`config.mk`:
```
export PLATFORM = sky130hd
export DESIGN_NAME = axi_lite_reg_slave
export DESIGN_NICKNAME = d
export VERILOG_FILES = /design/src/rtl/axi_lite_reg_slave.sv
export SDC_FILE = /design/constraint.sdc
export NUM_CORES = 1
export LEC_CHECK = 0
export BUFFER_PORTS_ARGS = -buffer_cell sky130_fd_sc_hd__clkbuf_2
export CAP_MARGIN = 20
export CELL_PAD_IN_SITES_DETAIL_PLACEMENT = 0
export CELL_PAD_IN_SITES_GLOBAL_PLACEMENT = 1
export CORE_ASPECT_RATIO = 0.5
export CORE_UTILIZATION = 36
export CTS_CLUSTER_SIZE = 30
export DETAILED_ROUTE_END_ITERATION = 6
export GPL_TIMING_DRIVEN = 0
export PLACE_DENSITY_LB_ADDON = 0.1
export SYNTH_ARGS = -nofsm -noshare
export SYNTH_HDL_FRONTEND = slang
export SYNTH_SLANG_ARGS = --single-unit
```
`constraint.sdc`:
```
create_clock -name clk -period 3.9 [get_ports clk]
set_clock_uncertainty 0.1 [all_clocks]
set_input_delay 0 -clock clk [delete_from_list [all_inputs] [get_ports clk]]
set_output_delay 0 -clock clk [all_outputs]
set_load 0.05 [all_outputs]
```
`src/rtl/axi_lite_reg_slave.sv`:
```
// AXI4-Lite slave bridging bus transactions onto a strobe/acknowledge
// register interface. One transaction in flight at a time; writes win
// over reads when both address channels are valid together.
module axi_lite_reg_slave #(
    parameter int ADDR_WIDTH = 16
) (
    input  logic                  clk,
    input  logic                  rst,
    input  logic                  i_awvalid,
    input  logic [ADDR_WIDTH-1:0] i_awaddr,
    output logic                  o_awready,
    input  logic                  i_wvalid,
    output logic                  o_wready,
    input  logic [31:0]           i_wdata,
    input  logic [3:0]            i_wstrb,
    output logic                  o_bvalid,
    input  logic                  i_bready,
    output logic [1:0]            o_bresp,
    input  logic                  i_arvalid,
    output logic                  o_arready,
    input  logic [ADDR_WIDTH-1:0] i_araddr,
    output logic                  o_rvalid,
    input  logic                  i_rready,
    output logic [1:0]            o_rresp,
    output logic [31:0]           o_rdata,
    output logic [ADDR_WIDTH-1:0] o_reg_address,
    input  logic                  i_reg_invalid_addr,
    output logic                  o_reg_in_rdy,
    input  logic                  i_reg_in_ack,
    output logic [31:0]           o_reg_in_data,
    output logic                  o_reg_out_req,
    input  logic                  i_reg_out_rdy,
    input  logic [31:0]           i_reg_out_data
);

    localparam logic [1:0] RESP_OKAY   = 2'b00;
    localparam logic [1:0] RESP_SLVERR = 2'b10;

    typedef enum logic [2:0] {
        ST_IDLE   = 3'd0,
        ST_W_DATA = 3'd1,
        ST_W_USER = 3'd2,
        ST_W_RESP = 3'd3,
        ST_R_USER = 3'd4,
        ST_R_RESP = 3'd5
    } state_t;

    state_t state_r;
    state_t state_nxt_s;

    // Per-cycle events decoded from the current state and bus inputs.
    logic aw_hs_s;
    logic ar_hs_s;
    logic w_hs_s;
    logic ack_s;
    logic rdy_s;
    logic b_hs_s;
    logic r_hs_s;

    // Zero every byte lane whose strobe is clear so the register block
    // never sees stale bytes from unselected lanes.
    function automatic logic [31:0] mask_wdata(input logic [31:0] data,
                                               input logic [3:0]  strb);
        logic [31:0] masked;
        masked = 32'h0000_0000;
        for (int i = 0; i < 4; i++) begin
            masked[i*8 +: 8] = strb[i] ? data[i*8 +: 8] : 8'h00;
        end
        return masked;
    endfunction

    // Select the SLVERR/OKAY code from the user's invalid flag.
    function automatic logic [1:0] resp_code(input logic invalid);
        return invalid ? RESP_SLVERR : RESP_OKAY;
    endfunction

    // Ready signals follow the state directly; held low while in reset.
    assign o_awready = (state_r == ST_IDLE)   && rst;
    assign o_arready = (state_r == ST_IDLE)   && rst;
    assign o_wready  = (state_r == ST_W_DATA) && rst;

    // State register.
    always_ff @(posedge clk or negedge rst) begin
        if (!rst) begin
            state_r <= ST_IDLE;
        end else begin
            state_r <= state_nxt_s;
        end
    end

    // Next-state decode and handshake events.
    always_comb begin
        state_nxt_s = state_r;
        aw_hs_s     = 1'b0;
        ar_hs_s     = 1'b0;
        w_hs_s      = 1'b0;
        ack_s       = 1'b0;
        rdy_s       = 1'b0;
        b_hs_s      = 1'b0;
        r_hs_s      = 1'b0;
        case (state_r)
            ST_IDLE: begin
                if (i_awvalid) begin
                    aw_hs_s     = 1'b1;
                    state_nxt_s = ST_W_DATA;
                end else if (i_arvalid) begin
                    ar_hs_s     = 1'b1;
                    state_nxt_s = ST_R_USER;
                end else begin
                    state_nxt_s = ST_IDLE;
                end
            end
            ST_W_DATA: begin
                if (i_wvalid) begin
                    w_hs_s      = 1'b1;
                    state_nxt_s = ST_W_USER;
                end else begin
                    state_nxt_s = ST_W_DATA;
                end
            end
            ST_W_USER: begin
                if (i_reg_in_ack) begin
                    ack_s       = 1'b1;
                    state_nxt_s = ST_W_RESP;
                end else begin
                    state_nxt_s = ST_W_USER;
                end
            end
            ST_W_RESP: begin
                if (i_bready) begin
                    b_hs_s      = 1'b1;
                    state_nxt_s = ST_IDLE;
                end else begin
                    state_nxt_s = ST_W_RESP;
                end
            end
            ST_R_USER: begin
                if (i_reg_out_rdy) begin
                    rdy_s       = 1'b1;
                    state_nxt_s = ST_R_RESP;
                end else begin
                    state_nxt_s = ST_R_USER;
                end
            end
            ST_R_RESP: begin
                if (i_rready) begin
                    r_hs_s      = 1'b1;
                    state_nxt_s = ST_IDLE;
                end else begin
                    state_nxt_s = ST_R_RESP;
                end
            end
            default: begin
                state_nxt_s = ST_IDLE;
            end
        endcase
    end

    // Latch the access address on either address handshake; held until the next one.
    always_ff @(posedge clk or negedge rst) begin
        if (!rst) begin
            o_reg_address <= '0;
        end else if (aw_hs_s) begin
            o_reg_address <= i_awaddr;
        end else if (ar_hs_s) begin
            o_reg_address <= i_araddr;
        end
    end

    // Capture masked write data and raise the one-cycle write strobe.
    always_ff @(posedge clk or negedge rst) begin
        if (!rst) begin
            o_reg_in_data <= 32'h0000_0000;
            o_reg_in_rdy  <= 1'b0;
        end else begin
            o_reg_in_rdy <= w_hs_s;
            if (w_hs_s) begin
                o_reg_in_data <= mask_wdata(i_wdata, i_wstrb);
            end
        end
    end

    // Write response: set on user ack, cleared when the master accepts it.
    always_ff @(posedge clk or negedge rst) begin
        if (!rst) begin
            o_bvalid <= 1'b0;
            o_bresp  <= RESP_OKAY;
        end else if (ack_s) begin
            o_bvalid <= 1'b1;
            o_bresp  <= resp_code(i_reg_invalid_addr);
        end else if (b_hs_s) begin
            o_bvalid <= 1'b0;
        end
    end

    // One-cycle read request strobe following the read address handshake.
    always_ff @(posedge clk or negedge rst) begin
        if (!rst) begin
            o_reg_out_req <= 1'b0;
        end else begin
            o_reg_out_req <= ar_hs_s;
        end
    end

    // Read response: capture user data on rdy, hold until the master accepts it.
    always_ff @(posedge clk or negedge rst) begin
        if (!rst) begin
            o_rvalid <= 1'b0;
            o_rdata  <= 32'h0000_0000;
            o_rresp  <= RESP_OKAY;
        end else if (rdy_s) begin
            o_rvalid <= 1'b1;
            o_rdata  <= i_reg_out_data;
            o_rresp  <= resp_code(i_reg_invalid_addr);
        end else if (r_hs_s) begin
            o_rvalid <= 1'b0;
        end
    end

endmodule

```
==> summary.txt, run 1 <==
Floorplanning
  • Die height: 74.35 um
  • Die W: 146.7 um
  • Starting Density: 38.49%
  • Top-Level Pins: 201
  • Floorplan row count: 25

Clocking
  • Hold-fix buffers, CTS: 133
  • Clock root buffer: clkbuf_16
  • Setup repair bufs after CTS: 0
  • CTS resizes: 0
  • TritonCTS Sinks: 89
  • Htree depth: 3
  • Num CTS Buffers: 9
  • Max clock buf depth: 2

Synth
  • Netlist Area Pre-Place: 3769 sq um
  • Cell count after synthesis: 314
  • Syn. warnings: 0
  • Unique masters post-synth: 32
  • Sequential fraction of the synthesis area: 59.10%
  • Ranking of synthesized cells by area: dfrtp_1 59%, mux2_2 10%, nand2_1 6.7%, a221o_2 4.8%, o21ai_0 4.5%
  • Post-synth top area share: 59.10%
  • Synthesized flop and latch total: 89
  • Avg Cell Area, Syn: 12.00 sq um
  • Top cell type by total area after synthesis: dfrtp_1

Outcome
  • Stop stage: clock tree synthesis
  • Status: stopped before the end
  • Run-stopping error: [ERROR RSZ-0060] Max buffer count reached.

Place
  • Gpl congestion: 0.7403
  • IO buf count: 194
  • Post-DP HPWL: 7.195 mm
-- logic make-up after synthesis --
kind of cell	Yosys count	share of synthesized area, %
flip-flops	89	59.10
AND/OR/NAND/NOR	81	9.827
AO/OA/AOI/OAI	74	14.91
multiplexers	36	11.06
buffers and inverters	33	5.013
other	1	0.09951
-- cells in the mapped netlist (all sizes together) --
master   count
o31ai        1
or3          1
o21ai       34
inv          5
nor4b        2
a221o       16
a311oi       1
a21oi        3
nor2b        1
nand3b       1
buf         17
a32o        16
dfrtp       89
nor3         2
nand4bb      1
and2         3
mux2        35
clkbuf      11
nand2b       2
o21bai       1
nand2       67
a31oi        2
conb         1
nor2         1
mux4         1
-- per-stage QoR --
stage / setup WS, ns / utilization (%) / cells / area (sq um) / hold slack (ns)
after global placement: 1.283 / 50.17 / 644 / 4912 / 0.1253
after floorplan: 1.908 / - / 315 / 3772 / -0.3956
after detailed placement: 1.787 / 50.48 / 645 / 4942 / -0.09958
==> run 2: changes to the inputs <==
==> config.mk (replaced) <==
export PLATFORM = sky130hd
export DESIGN_NAME = axi_lite_reg_slave
export DESIGN_NICKNAME = d
export VERILOG_FILES = /design/src/rtl/axi_lite_reg_slave.sv
export SDC_FILE = /design/constraint.sdc
export NUM_CORES = 1
export LEC_CHECK = 0
export BUFFER_PORTS_ARGS = -buffer_cell sky130_fd_sc_hd__clkbuf_2
export CAP_MARGIN = 20
export CORE_UTILIZATION = 25
export DETAILED_ROUTE_END_ITERATION = 6
export GPL_TIMING_DRIVEN = 0
export PLACE_DENSITY_LB_ADDON = 0.15
export SYNTH_ARGS = -nofsm -noshare
export SYNTH_HDL_FRONTEND = slang
export SYNTH_SLANG_ARGS = --single-unit
==> summary.txt, run 2 <==
Synth
  • Cell count after synthesis: 314
  • Unique masters post-synth: 32
  • Sequential fraction of the synthesis area: 59.10%
  • Post-synth ARST share: 100.0%
  • Synth cell count leaders: 89 x dfrtp_1, 67 x nand2_1, 34 x mux2_2, 34 x o21ai_0
  • Post-synth top area share: 59.10%
  • Synthesized flop and latch total: 89
  • Syn. warnings: 0
  • Avg Cell Area, Syn: 12.00 sq um
  • Post-synth top flop: dfrtp_1
  • Top cell type by total area after synthesis: dfrtp_1
  • Post-synth EDFFs: 0
  • Netlist Area Pre-Place: 3769 sq um
  • Top-count cell post-synth: dfrtp_1
  • Ranking of synthesized cells by area: dfrtp_1 59%, mux2_2 10%, nand2_1 6.7%, a221o_2 4.8%, o21ai_0 4.5%

Timing
  • Slew @ Worst Pin: 0.6898 ns
  • Final Hold Viols: 0
  • Sum Neg Setup Slack: 0 ns
  • Period utilisation layout: 64.70%
  • Final Max Tran Viols: 0
  • Min cycle time layout: 2.523 ns
  • Fmax: 0.3963 GHz
  • Slew headroom: 53.76%
  • Setup violators final: 0
  • RSZ-0062 raised after global routing: false

Setup path
  • WP buf/inv: 2
  • Startpoint types: register
  • Max stage delay on crit path: 0.60 ns
  • CP delay by family, top: buffers and inverters
  • Slowest cell on the critical path: nor3_2
  • Crit Path Class: reg2reg
  • Crit-path cells: nor3_2 > clkbuf_1 > a32o_1 > a221o_2 > dlygate4sd3_1
  • Max FO, Critical Path: 10
  • CP required: 4.08 ns
  • Crit end category: register
  • CP Data Arrival Time: 2.70 ns

Clocking
  • Clock root buffer: clkbuf_16
  • TritonCTS Sinks: 89
  • Htree depth: 3
  • Max clock buf depth: 2
  • Clk_lat worst skew: 0.34 ns
  • Setup repair bufs after CTS: 0
  • CTS tree: built
  • Worst-path clk slew: 0.07 ns
  • Num CTS Buffers: 9

Floorplanning
  • Die W: 124.8 um
  • CORE AREA: 14640 sq um
  • Floorplan row count: 44
  • Die height: 124.8 um
  • Top-Level Pins: 201
  • Starting Density: 25.73%
  • DIE AREA: 15570 sq um

Detailed routing
  • Drt wl/cell: 13.11 um
  • Residual DRC: 34
  • Via-to-Cell Ratio: 4.394
  • ANT nets after route: 0
  • Routed wire length: 11.08 mm
  • Via count: 3713
  • Initial DRC count: 142
  • Iteration count of the initial detailed-routing pass: 7

Layout
  • Final net count: 766
  • Leading cell type in the layout, fill and taps excluded: clkbuf_2
  • Filler Cells Inserted: 1405
  • Area growth, synth to finish: 76.69%
  • Layout cell share with drive strength beyond 1: 42.06%
  • Top Registers: o_rdata x32, o_reg_in_data x32, o_reg_address x16
  • Most frequent cells in the layout: 193 x clkbuf_2, 135 x dlygate4sd3_1, 89 x dfrtp_1, 67 x nand2_1
  • N_diodes: 0

Power
  • Tot Pwr: 5.541 mW
  • Leakage power: 3.201 nW
  • Cell Pwr Density: 832.1 nW/um^2
  • Worst vdd ir: 405.2 uV

Run
  • Max cap viols: 0

Global route
  • First-pass GRT wire length: 18.45 mm
  • Gr usage total: 14.80%
  • Global route overflow: 0
  • Largest net degree at the start of global routing: 49
  • Vias in the first global route: 3892
  • Initial antenna violation count: 0

Outcome
  • Violated checks: DRC
  • Status: complete, but fails checks

Hold path
  • Hold Path Class: in2reg

Place
  • Post-DP HPWL: 7.457 mm
  • Gpl congestion: 0.7178
  • IO buf count: 194
run 2: cell counts after synthesis:
No cell type changed its count.
run 2: kinds of logic (layout without fill, tap and decap cells):
kind of cell           after synthesis  after routing  synth area share, %
AOI/OAI and AO/OA                   74             74                14.91
buffers and inverters               33            379                5.013
DFF                                 89             89                59.10
muxes                               36             36                11.06
other                                1              2              0.09951
and+or+nand+nor                     81             81                9.827
run 2: tightest hold or removal path, delay by kind of cell:
family,cells,cell delay (ns)
muxes,2,0.36
buffers and inverters,1,0.12
run 2: worst paths after layout:
check	from	end	slack (ns)	depth (start not counted)
max	state_r[0]$_DFF_PN0_	o_reg_address[14]$_DFFE_PN0P_	1.38	5
min	i_awvalid	state_r[0]$_DFF_PN0_	0.07	3
max reg2reg	state_r[0]$_DFF_PN0_	o_reg_address[14]$_DFFE_PN0P_	1.38	5
min reg2reg	o_reg_in_data[28]$_DFFE_PN0P_	o_reg_in_data[28]$_DFFE_PN0P_	0.38	2
max in group asynchronous	rst	o_reg_in_data[2]$_DFFE_PN0P_	2.86	3
min in group asynchronous	rst	o_rdata[1]$_DFFE_PN0P_	0.16	2
run 2: where the power goes:
| part | internal, mW | switching (mW) |
|---|---|---|
| sequential | 1.33 | 0.238 |
| combinational | 1.02 | 2.07 |
| clock | 0.516 | 0.367 |
run 2: repair_timing:
action | CTS | global route
hold buffers | 135 | 0
resized for setup | 0 | 0
hold endpoints to repair | 127 | 0
run 2: cell type report:
| class | count | area, sq um | share of cell area [%] |
|---|---|---|---|
| Inverter | 5 | 18.77 | 0.2818 |
| Buffer | 28 | 170.2 | 2.555 |
| Clock inverter | 6 | 65.06 | 0.9771 |
| Clock buffer | 10 | 239.0 | 3.589 |
| Tap cell | 184 | 230.2 | 3.457 |
| Timing Repair Buffer | 330 | 2352 | 35.33 |
| Multi-Input combinational cell | 193 | 1356 | 20.37 |
| Sequential cell | 89 | 2227 | 33.45 |
run 2: stage by stage:
step | cell area, sq um | setup WS, ns | utilization (%) | cells | hold WS (ns)
2_1_floorplan | 3772 | 1.908 | - | 315 | -0.3956
3_3_place_gp | 4974 | 1.301 | 33.96 | 693 | 0.1198
3_5_place_dp | 5004 | 1.727 | 34.17 | 694 | -0.004482
4_1_cts | 6659 | 1.338 | 45.47 | 845 | 0.07068
5_1_grt | 6659 | 1.164 | 45.47 | 845 | 0.09770
6_report | 6659 | 1.377 | 45.47 | 845 | 0.07493
run 2: per-layer routing:
metal | up-vias | global-route usage (%) | share of wire, %
li1 | 1797 | - | -
met1 | 1780 | 18.04 | 45
met2 | 123 | 25.25 | 48
met3 | 13 | 3.308 | 6.1
met4 | 0 | 5.955 | 1.5
met5 | - | 0 | 0
Power figures use the tool's default switching activity.
==> run 3: changes to the inputs <==
==> constraint.sdc (replaced) <==
create_clock -name clk -period 2.6 [get_ports clk]
set_clock_uncertainty 0.1 [all_clocks]
set_input_delay 0 -clock clk [delete_from_list [all_inputs] [get_ports clk]]
set_output_delay 0 -clock clk [all_outputs]
set_load 0.05 [all_outputs]
==> summary.txt, run 3 (synthesized netlist as in run 2, its figures left out) <==
Place
  • IO buf count: 194
  • DP Worst Slack: 0.4270 ns
  • Post-DP HPWL: 7.457 mm
  • Cell Area, Placed: 5004 sq um
  • Gpl congestion: 0.7178

Setup path
  • CP Data Arrival Time: 2.53 ns
  • Crit Path Class: reg2reg
  • Crit end category: register
  • Worst reg-to-reg setup slack: 0.25 ns
  • Startpoint types: register
  • Reg-to-Reg End: o_reg_address[14]$_DFFE_PN0P_
  • CP required: 2.78 ns
  • RR Startpoint: state_r[0]$_DFF_PN0_
  • Worst reg2reg path depth: 5
  • Max FO, Critical Path: 10

Hold path
  • Worst hold stages: 3
  • Hold path start: i_awvalid
  • Hold Path End: state_r[0]$_DFF_PN0_
  • Hold Path Class: in2reg

Clocking
  • Num CTS Buffers: 9
  • CTS tree: built
  • TritonCTS Sinks: 89
  • Setup repair bufs after CTS: 0
  • Max clock buf depth: 2
  • Htree depth: 3
  • Worst-path clk slew: 0.07 ns
  • Clock root buffer: clkbuf_16
  • Clk_lat worst skew: 0.34 ns

Outcome
  • Violated checks: DRC
  • Status: complete, but fails checks

Timing
  • Final Hold Viols: 0
  • Slew headroom: 56.31%
  • Final Max Tran Viols: 0
  • RSZ-0062 raised after global routing: false
  • Setup violators final: 0
  • Period utilisation layout: 90.38%
  • Slew @ Worst Pin: 0.6554 ns
  • Sum Neg Setup Slack: 0 ns
  • WHS: 0.07417 ns
  • Min cycle time layout: 2.350 ns
  • Fmax: 0.4255 GHz
  • Final WS setup: 0.2500 ns

Global route
  • Vias in the first global route: 3892
  • Global route overflow: 0
  • Initial antenna violation count: 0
  • Gr usage total: 14.80%
  • Largest net degree at the start of global routing: 49
  • First-pass GRT wire length: 18.45 mm

Run
  • Max cap viols: 0

Layout
  • Design area: 6665 sq um
  • Leading cell type in the layout, fill and taps excluded: clkbuf_2
  • Layout cell share with drive strength beyond 1: 42.06%
  • Final core occ: 45.51%
  • Most frequent cells in the layout: 193 x clkbuf_2, 135 x dlygate4sd3_1, 89 x dfrtp_1, 67 x nand2_1
  • N_diodes: 0
  • Final net count: 766
  • Area growth, synth to finish: 76.86%
  • Top Registers: o_rdata x32, o_reg_in_data x32, o_reg_address x16

Floorplanning
  • Starting Density: 25.73%
  • CORE AREA: 14640 sq um
  • Top-Level Pins: 201
  • Floorplan row count: 44
  • Die W: 124.8 um
  • DIE AREA: 15570 sq um
  • Die height: 124.8 um

Detailed routing
  • Via count: 3712
  • Iteration count of the initial detailed-routing pass: 7
  • Initial DRC count: 141
  • Routed wire length: 11.09 mm
  • Residual DRC: 34
  • Drt wl/cell: 13.12 um
  • Via-to-Cell Ratio: 4.393
  • ANT nets after route: 0

Power
  • Cell Pwr Density: 1249 nW/um^2
  • Worst vdd ir: 607.6 uV
  • Leakage power: 3.203 nW
==> run 3: final cells by class <==
class | instances | area, sq um
inverters | 5 | 18.77
clock buffers | 10 | 239.0
well taps | 184 | 230.2
repair buffers | 330 | 2352
clock inverters | 6 | 65.06
plain buffers | 28 | 170.2
multi-input cells | 193 | 1363
flip-flops and latches | 89 | 2227
fillers | 1403 | 7979
==> run 3: per-layer routing <==
| metal | global-route usage, % | wire length, um | vias to the layer above |
|---|---|---|---|
| met3 | 3.308 | 698 | 13 |
| met5 | 0 | 0 | - |
| li1 | - | - | 1798 |
| met4 | 5.955 | 167 | 0 |
| met1 | 18.04 | 4948 | 1776 |
| met2 | 25.25 | 5270 | 125 |
==> run 3: critical path, stage by stage, from the launching register on <==
cell	delay [ns]
dfrtp_1	0.47
nor3_4	0.43
clkbuf_1	0.41
a32o_1	0.23
a221o_2	0.10
dlygate4sd3_1	0.54
==> run 3: worst max-delay path by stage <==
stage	startpoint	to	slack, ns	cells past startpoint
6_report	state_r[0]$_DFF_PN0_	o_reg_address[14]$_DFFE_PN0P_	0.25	5
5_1_grt	state_r[0]$_DFF_PN0_	o_reg_address[10]$_DFFE_PN0P_	0.04	5
4_1_cts	state_r[0]$_DFF_PN0_	o_awready	0.04	5
3_5_place_dp	state_r[0]$_DFF_PN0_	o_awready	0.43	5
3_3_place_gp	rst	o_awready	0.001	4
2_1_floorplan	state_r[0]$_DFF_PN0_	o_awready	0.61	4
==> run 3: repair_timing <==
action / in CTS / in global routing
resized for setup: 0 / 1
hold buffers: 135 / 0
hold endpoints to repair: 127 / 0
setup endpoints to repair: 0 / 12
==> run 3: where the power goes <==
| group | switching [mW] | internal, mW |
|---|---|---|
| Combinational | 3.11 | 1.53 |
| Sequential | 0.365 | 1.99 |
| Clock | 0.551 | 0.775 |
| Total | 4.02 | 4.30 |
==> run 3: per-stage QoR <==
stage | std cells | power [mW]
floorplan | 315 | 5.562
detailed placement | 694 | 6.618
CTS | 845 | 8.397
finish | 845 | 8.322
global route | 845 | 8.781
global placement | 693 | 6.575
==> run 4: changes to the inputs <==
--- a/config.mk
+++ b/config.mk
@@ -8,9 +8,10 @@
 export BUFFER_PORTS_ARGS = -buffer_cell sky130_fd_sc_hd__clkbuf_2
 export CAP_MARGIN = 20
 export CORE_UTILIZATION = 25
+export CTS_BUF_LIST = sky130_fd_sc_hd__clkbuf_16
 export DETAILED_ROUTE_END_ITERATION = 6
 export GPL_TIMING_DRIVEN = 0
-export PLACE_DENSITY_LB_ADDON = 0.15
+export PLACE_DENSITY = 0.55
 export SYNTH_ARGS = -nofsm -noshare
 export SYNTH_HDL_FRONTEND = slang
 export SYNTH_SLANG_ARGS = --single-unit
==> constraint.sdc (replaced) <==
create_clock -name clk -period 2.1 [get_ports clk]
set_clock_uncertainty 0.1 [all_clocks]
set_input_delay 0 -clock clk [delete_from_list [all_inputs] [get_ports clk]]
set_output_delay 0 -clock clk [all_outputs]
set_load 0.05 [all_outputs]
==> summary.txt, run 4 (synthesized netlist as in run 2, its figures left out) <==
Timing
  • Final Hold Viols: 0
  • Setup violators final: 0
  • Fmax: 0.5172 GHz
  • Min cycle time layout: 1.933 ns
  • Sum Neg Setup Slack: 0 ns
  • Slew headroom: 64.11%
  • RSZ-0062 raised after global routing: false
  • Period utilisation layout: 92.07%
  • Final WS setup: 0.1666 ns
  • Slew @ Worst Pin: 0.5384 ns
  • Final Max Tran Viols: 0

Hold path
  • Hold Path Class: in2reg
  • Hold path start: i_awvalid

Clocking
  • CTS tree: built
  • Clock root buffer: clkbuf_16
  • TritonCTS Sinks: 89
  • Clk_lat worst skew: 0.33 ns
  • Htree depth: 3
  • Max clock buf depth: 2
  • Worst-path clk slew: 0.06 ns
  • Num CTS Buffers: 9

Floorplanning
  • Die height: 124.8 um
  • Starting Density: 25.73%
  • Die W: 124.8 um
  • DIE AREA: 15570 sq um
  • Floorplan row count: 44
  • CORE AREA: 14640 sq um
  • Top-Level Pins: 201

Global route
  • Gr usage total: 16.07%
  • Initial antenna violation count: 0
  • Global route overflow: 0
  • Largest net degree at the start of global routing: 53
  • Vias in the first global route: 4099
  • First-pass GRT wire length: 19.94 mm

Power
  • NetSw: 4.963 mW
  • Cell Pwr Density: 1483 nW/um^2
  • Leakage power: 3.208 nW
  • Sequential share of power: 29.9%
  • Cell Int Power: 4.901 mW
  • Sw Ratio: 50.32%
  • Clock power share: 14.3%
  • Gate power share: 55.8%
  • Worst vdd ir: 614.3 uV

Detailed routing
  • Via-to-Cell Ratio: 4.528
  • ANT nets after route: 0
  • Initial DRC count: 153
  • Iteration count of the initial detailed-routing pass: 6
  • Via count: 3835
  • Drt wl/cell: 14.08 um
  • Routed wire length: 11.93 mm
  • Residual DRC: 32

Setup path
  • RR Startpoint: state_r[1]$_DFF_PN0_
  • Crit end category: primary output
  • Worst setup path startpoint: state_r[0]$_DFF_PN0_
  • Startpoint types: register
  • CP Data Arrival Time: 1.83 ns
  • Max FO, Critical Path: 10
  • Crit Path Class: reg2out
  • CP required: 2.00 ns

Layout
  • Final core occ: 45.43%
  • Area of the multi-input gates: 1363 sq um
  • Most frequent cells in the layout: 195 x clkbuf_2, 135 x dlygate4sd3_1, 89 x dfrtp_1, 67 x nand2_1
  • Top Registers: o_rdata x32, o_reg_in_data x32, o_reg_address x16
  • Filler Cells Inserted: 1338
  • Final net count: 769
  • Leading cell type in the layout, fill and taps excluded: clkbuf_2
  • N_diodes: 0
  • Area growth, synth to finish: 76.53%
  • Layout cell share with drive strength beyond 1: 42.08%
  • Finished Layout Cells: 847
  • Seq. cell area: 2227 sq um

Outcome
  • Status: complete, but fails checks
  • Violated checks: DRC

Place
  • IO buf count: 194
  • Post-DP HPWL: 7.577 mm
  • Gpl congestion: 0.7290
  • DP Worst Slack: -0.01385 ns
  • Placed insts: 694

Run
  • Max cap viols: 0
run 4: cell types whose count changed in the layout (fill, tap and decap cells not counted):
cell       change
buf_4          +2
clkbuf_1       -2
clkinv_1       +1
inv_6          -2
clkbuf_2       +2
clkbuf_8       -1
inv_1          +2
buf_12         +1
bufinv_16      -1
run 4: critical path: stages (launching register included):
cell      delay, ns
dfrtp_1        0.51
clkbuf_2       0.28
nand2_1        0.07
nor3_1         0.29
clkbuf_2       0.35
run 4: path summary, 6_finish.rpt:
kind / cells after the start / slack (ns) / endpoint
min: 3 / 0.10 / state_r[0]$_DFF_PN0_
max reg2reg: 4 / 0.20 / o_bresp[1]$_DFFE_PN0P_
max in group asynchronous: 3 / 1.52 / o_reg_out_req$_DFF_PN0_
max: 4 / 0.17 / o_wready
min in group asynchronous: 3 / 0.13 / o_rdata[14]$_DFFE_PN0P_
min reg2reg: 2 / 0.38 / o_reg_in_data[3]$_DFFE_PN0P_
run 4: per-stage QoR:
step | area, sq um | power [mW] | hold slack [ns]
floorplan | 3772 | 6.887 | -0.3956
finish | 6653 | 9.864 | 0.1001
global placement | 4974 | 8.107 | 0.1243
global route | 6653 | 10.39 | 0.09845
detailed placement | 5004 | 8.208 | -0.04157
CTS | 6644 | 9.917 | 0.07648
run 4: cell type report:
type                            count  share of cell area [%]
Timing Repair Buffer              333                   35.88
Sequential cell                    89                   33.48
Multi-Input combinational cell    193                   20.48
Tap cell                          184                   3.461
Clock buffer                        9                   3.385
Buffer                             28                   2.595
Clock inverter                      6                  0.4326
Inverter                            5                  0.2821
run 4: repair_timing:
item | CTS | global route
resized for setup | 2 | 2
hold buffers | 136 | 0
hold endpoints to repair | 125 | 0
setup buffers | 1 | 1
setup endpoints to repair | 2 | 31
pin swaps | 1 | 1
run 4: per-layer routing:
metal	share of wire, %	track usage (%)
met5	0	0
met4	3.9	9.804
met3	6.5	3.222
met2	48	27.07
met1	42	18.85
run 4: power by group through the flow:
stage	registers, mW	logic [mW]	clock network, mW
global route	3.06	5.79	1.54
detailed placement	2.96	5.24	0
CTS	2.95	5.48	1.48
floorplan	5.40	1.49	0
finish	2.95	5.50	1.41
global placement	2.92	5.18	0
